$ cat src/rtl/ser_pkg.sv
// Shared state encoding and bit-order constants for serializer_stream.
package ser_pkg;

   typedef enum logic {
      IDLE  = 1'b0,
      SHIFT = 1'b1
   } state_e;

   localparam logic MSB_FIRST = 1'b0;
   localparam logic LSB_FIRST = 1'b1;

endpackage

$ cat src/rtl/ser_shift_reg.sv
// Loadable bidirectional shift register; head_c is the next bit to be presented.
// Holds its contents whenever ena is low.
module ser_shift_reg
   import ser_pkg::*;
#(
   parameter int unsigned WIDTH = 64
) (
   input  logic             clk,
   input  logic             rst_n,
   input  logic             ena,
   input  logic             load,
   input  logic             shift,
   input  logic [WIDTH-1:0] data_in,
   input  logic             lsb_first,
   output logic             head_c
);

   logic [WIDTH-1:0] sr_q, sr_d;
   logic             order_q, order_d;

   // Load pre-shifted by one: the first bit leaves through the output flop on the load edge.
   always_comb begin
      sr_d    = sr_q;
      order_d = order_q;
      if (ena && load) begin
         order_d = lsb_first;
         sr_d    = (lsb_first == LSB_FIRST) ? (data_in >> 1) : (data_in << 1);
      end else if (ena && shift) begin
         sr_d    = (order_q == LSB_FIRST) ? (sr_q >> 1) : (sr_q << 1);
      end
   end

   always_ff @(posedge clk or negedge rst_n) begin
      if (!rst_n) begin
         sr_q    <= '0;
         order_q <= MSB_FIRST;
      end else begin
         sr_q    <= sr_d;
         order_q <= order_d;
      end
   end

   assign head_c = (order_q == LSB_FIRST) ? sr_q[0] : sr_q[WIDTH-1];

endmodule

$ cat src/rtl/serializer_stream.sv
// Re-armable parallel-to-serial converter with valid/ready input handshake.
// Define SERIALIZER_PARITY_EN to append an even-parity bit after each word.
module serializer_stream
   import ser_pkg::*;
#(
   parameter int unsigned MSG_SIZE = 64
) (
   input  logic                clk,
   input  logic                rst_n,
   input  logic                ena,
   input  logic [MSG_SIZE-1:0] iData_in,
   input  logic                iValid,
   input  logic                iLsb_first,
   output logic                oReady,
   output logic                oData_out,
   output logic                oData_flag,
   output logic                oDone,
   output logic                oBusy
);

   localparam int unsigned CNT_W = $clog2(MSG_SIZE + 1);
`ifdef SERIALIZER_PARITY_EN
   localparam int unsigned LAST_CNT = MSG_SIZE;
`else
   localparam int unsigned LAST_CNT = MSG_SIZE - 1;
`endif

   state_e           state_q, state_d;
   logic [CNT_W-1:0] cnt_q, cnt_d;
   logic             data_out_q, data_out_d;
   logic             flag_q, flag_d;
   logic             done_q, done_d;
   logic             accept_c, shift_c, head_c, next_bit_c;

   assign oReady   = (state_q == IDLE);
   assign oBusy    = (state_q != IDLE);
   assign accept_c = ena & iValid & oReady;
   assign shift_c  = ena & (state_q == SHIFT) & (cnt_q != '0);

   ser_shift_reg #(
      .WIDTH(MSG_SIZE)
   ) u_shift_reg (
      .clk      (clk),
      .rst_n    (rst_n),
      .ena      (ena),
      .load     (accept_c),
      .shift    (shift_c),
      .data_in  (iData_in),
      .lsb_first(iLsb_first),
      .head_c   (head_c)
   );

`ifdef SERIALIZER_PARITY_EN
   logic parity_q, parity_d;

   // Parity is taken from the word as captured, so later input changes cannot affect it.
   always_comb begin
      parity_d = parity_q;
      if (accept_c) parity_d = ^iData_in;
   end

   always_ff @(posedge clk or negedge rst_n) begin
      if (!rst_n) parity_q <= 1'b0;
      else        parity_q <= parity_d;
   end

   assign next_bit_c = (cnt_q == CNT_W'(1)) ? parity_q : head_c;
`else
   assign next_bit_c = head_c;
`endif

   // Next-state and output logic; everything holds while ena is low except the done pulse.
   always_comb begin
      state_d    = state_q;
      cnt_d      = cnt_q;
      data_out_d = data_out_q;
      flag_d     = flag_q;
      done_d     = 1'b0;
      case (state_q)
         IDLE: begin
            if (accept_c) begin
               data_out_d = (iLsb_first == LSB_FIRST) ? iData_in[0] : iData_in[MSG_SIZE-1];
               flag_d     = 1'b1;
               cnt_d      = CNT_W'(LAST_CNT);
               state_d    = SHIFT;
            end
         end
         SHIFT: begin
            if (ena) begin
               if (cnt_q != '0) begin
                  data_out_d = next_bit_c;
                  cnt_d      = cnt_q - CNT_W'(1);
               end else begin
                  data_out_d = 1'b0;
                  flag_d     = 1'b0;
                  done_d     = 1'b1;
                  state_d    = IDLE;
               end
            end
         end
         default: state_d = IDLE;
      endcase
   end

   always_ff @(posedge clk or negedge rst_n) begin
      if (!rst_n) begin
         state_q    <= IDLE;
         cnt_q      <= '0;
         data_out_q <= 1'b0;
         flag_q     <= 1'b0;
         done_q     <= 1'b0;
      end else begin
         state_q    <= state_d;
         cnt_q      <= cnt_d;
         data_out_q <= data_out_d;
         flag_q     <= flag_d;
         done_q     <= done_d;
      end
   end

   assign oData_out  = data_out_q;
   assign oData_flag = flag_q;
   assign oDone      = done_q;

endmodule

$ cat config.mk
export PLATFORM = sky130hd
export DESIGN_NAME = serializer_stream
export DESIGN_NICKNAME = d
export VERILOG_FILES = /design/src/rtl/ser_pkg.sv /design/src/rtl/ser_shift_reg.sv /design/src/rtl/serializer_stream.sv
export SDC_FILE = /design/constraint.sdc
export NUM_CORES = 1
export LEC_CHECK = 0
export CAP_MARGIN = 10
export CORE_MARGIN = 1
export CORE_UTILIZATION = 30
export CTS_CLUSTER_DIAMETER = 150
export DETAILED_ROUTE_END_ITERATION = 10
export PLACE_DENSITY_LB_ADDON = 0.3
export SETUP_SLACK_MARGIN = 0.4
export SYNTH_ARGS = -nofsm -noshare
export SYNTH_HDL_FRONTEND = slang
export SYNTH_HIERARCHICAL = 1
export SYNTH_SLANG_ARGS = --single-unit
$ cat constraint.sdc
create_clock -name clk -period 3.1 [get_ports clk]
set_clock_uncertainty 0.2 [all_clocks]
set_input_delay 0.62 -clock clk [delete_from_list [all_inputs] [get_ports clk]]
set_output_delay 0.62 -clock clk [all_outputs]
set_load 0.01 [all_outputs]
==> results.yml <==
run_status:
  status: "finished, final reports clean"
final_layout:
  syn2layout_area_growth_pct: 23.9
  layout_commonest_cell: "mux2_2"
  n_antenna_cell: 0
  fillers: 1598
  layout-drive-gt1-share: 0.298
  final_cell_mix: "mux2_2, o22ai_1, dfrtp_1, clkdlybuf4s50_1, a21oi_1"
  fin_nets: 619
grt:
  grt.overflow.total: 0
  grtUsageMet3: 0.0261
  antenna_found_initial: 0
  grtUsageMet1: 0.204
  grt-busiest-layer: "met2"
  track_usage: 0.149
  grt_max_degree: 67
  grt_first_pass_wirelength_um: 21500
  grt_pass1_vias: 4185
  grt_use_met2: 0.238
worst_setup_path:
  cp.required_ps: 3150
  cp_max_fo: 62
  critPathMaxStageDelay_ps: 420
  cpMaxStageDelayCell: "dfrtp_1"
  cp_cell_sequence: "inv_1 -> ha_1 -> nor2b_1 -> a21oi_4 -> nand2_2 -> buf_6 -> o22ai_1 -> a21oi_1"
  critPathKind: "flop to flop"
  cp.arrival_ps: 2360
  worst_setup_path_end_kind: "flop"
  cp-start-kind: "flop"
logic_synthesis:
  synth_fa_ha_area_frac: 0.00494
  synthCells: 501
  yosys.area.top_type: "dfrtp_1"
  synthMuxAreaShare: 0.290
  yosysUniqueCellTypes: 35
  synth_simple_gate_area_frac: 0.0272
  synth_top_family_by_area: "multiplexers"
  synthTopCellsByArea: "dfrtp_1, mux2_2, o22ai_1"
  syn-cell-area_um2: 5070
  synthArstFlopShare: 1.00
  ys_seq_area_frac: 0.375
  ys_ff_latch: 76
  synth_nets: 572
  synth_edf_count: 0
  synth_warnings: 6
  syn_area_per_cell_um2: 10.1
  synth_compound_area_frac: 0.243
  synth_xor_area_frac: 0
  ys.flop_type: "dfrtp_1"
  synth_top_area_frac: 0.375
timing:
  timing_max_transition_violations_final: 0
  slew_headroom: 0.649
  setup_ws_ps: 792
  period_needed_ps: 2310
  setup_viol: 0
  hold_viol: 0
  tns_ps: 0
  fin_crit_sh: 0.745
  rsz0062_at_grt: "false"
  fmax_mhz: 433
  tightest_slew_ps: 513
route:
  routedWlPerCell_um: 16.6
  drt_wl_total_um: 12900
  drt_iter0_markers: 316
  drc: 0
  antenna_left: 0
  first_pass_iters: 5
  vias: 4311
  viasPerCell: 5.58
die:
  die_w_um: 132
  rows: 47
  fp.dieArea_um2: 17400
  boundaryPins: 74
  core-area_um2: 16500
  start_util: 0.307
  die_y_um: 132
cts:
  insertion_delay_ps: 330
  numCtsBuffers: 9
  post_cts_buffers: 0
  ctsHoldBuffers: 0
  cts_root_buffer: "clkbuf_16"
  cts_tree: "built"
  htree_num_levels: 3
  clock-sinks: 76
  clk_pin_slew_ps: 60
  ctsLongestPathBuffers: 2
job:
  maxCapViolations: 0
place:
  globalplace.congestion: 0.773
  portBuffers: 73
  pre_cts_ws_ps: 665
  dp_hpwl_um: 8260
power_and_ir_drop:
  ir_drop_uv: 404
  p_total_mw: 4.95
  power_density_nw_per_um2: 789
  leakagePower_nw: 2.37
min_path:
  holdCritPathClass: "primary input to asynchronous set/reset pin"
## worst max-delay path: cells and delay by family (launching register included)
family | cells | cell delay [ps]
AO/OA/AOI/OAI | 3 | 450
adder cells (fa/ha/maj) | 1 | 190
AND/OR/NAND/NOR | 2 | 450
buffers and inverters | 2 | 500
flip-flops | 1 | 420
## kinds of logic (layout without fill, tap and decap cells)
group,after synthesis,in the layout
mux,131,131
simple gates,25,25
buf+inv,58,110
compound gates,209,209
fa+ha+maj,2,2
flops,76,76
## final timing paths
check | from | cells after the start | end | slack, ps
setup / recovery | cnt_q[0] | 8 | u_shift_reg/sr_q[4] | 790
hold / removal | rst_n | 1 | cnt_q[2] | 10
setup reg to reg | cnt_q[0] | 8 | u_shift_reg/sr_q[4] | 790
hold reg to reg | u_shift_reg/sr_q[63] | 2 | u_shift_reg/sr_q[63] | 320
max in group asynchronous | rst_n | 2 | u_shift_reg/sr_q[18] | 2090
min in group clk | u_shift_reg/sr_q[63] | 2 | u_shift_reg/sr_q[63] | 320
## area by class of cell
class,instances,area (um^2),area share
clock buffers,10,239,0.0381
clock inverters,6,71.3,0.0114
inverters,9,33.8,0.00538
multi-input cells,367,2880,0.459
flip-flops and latches,76,1900,0.303
well taps,220,275,0.0439
repair buffers,85,875,0.139
## state kept, by name, summed over array words and instances, names as in the netlist
register and flops:
oData_out 1, oBusy 1, oDone 1, u_shift_reg/order_q 1, cnt_q 7, u_shift_reg/sr_q 64
oData_flag 1
## power by group
| group | switching, mW | internal [mW] | leakage, nW | total (mW) |
|---|---|---|---|---|
| logic | 0.767 | 1.16 | 1.32 | 1.93 |
| clock network | 0.432 | 0.653 | 0.146 | 1.08 |
| registers | 0.490 | 1.44 | 0.901 | 1.93 |
## layer usage
metal	up-vias	share of wire
met3	13	0.044
met2	106	0.48
met5	-	0
met1	2124	0.46
met4	0	0.016
li1	2068	-
## Yosys cell counts, drive strengths merged, types with 2 or more instances
master  number
or4          3
buf         24
clkbuf      25
o21ai        5
a31oi        2
nor2         6
dfrtp       76
ha           2
inv          9
mux2       127
mux2i        4
a21oi       69
nor3         3
a211o        2
nand2        5
o22ai      125
## what timing repair did
item / 4_1_cts / 5_1_grt
setup endpoints to repair: 0 / 1
hold endpoints to repair: 0 / 0
gates resized for setup: 0 / 1
## stage by stage
step / instances / cell area [um^2] / hold slack, ps / util
2_1_floorplan: 501 / 5070 / 124 / -
3_3_place_gp: 757 / 5960 / 291 / 0.361
3_5_place_dp: 757 / 5960 / 302 / 0.361
4_1_cts: 773 / 6270 / 24.7 / 0.380
5_1_grt: 773 / 6280 / 41.0 / 0.380
6_report: 773 / 6280 / 11.5 / 0.380
No activity file was read; power rests on OpenSTA's default activity.
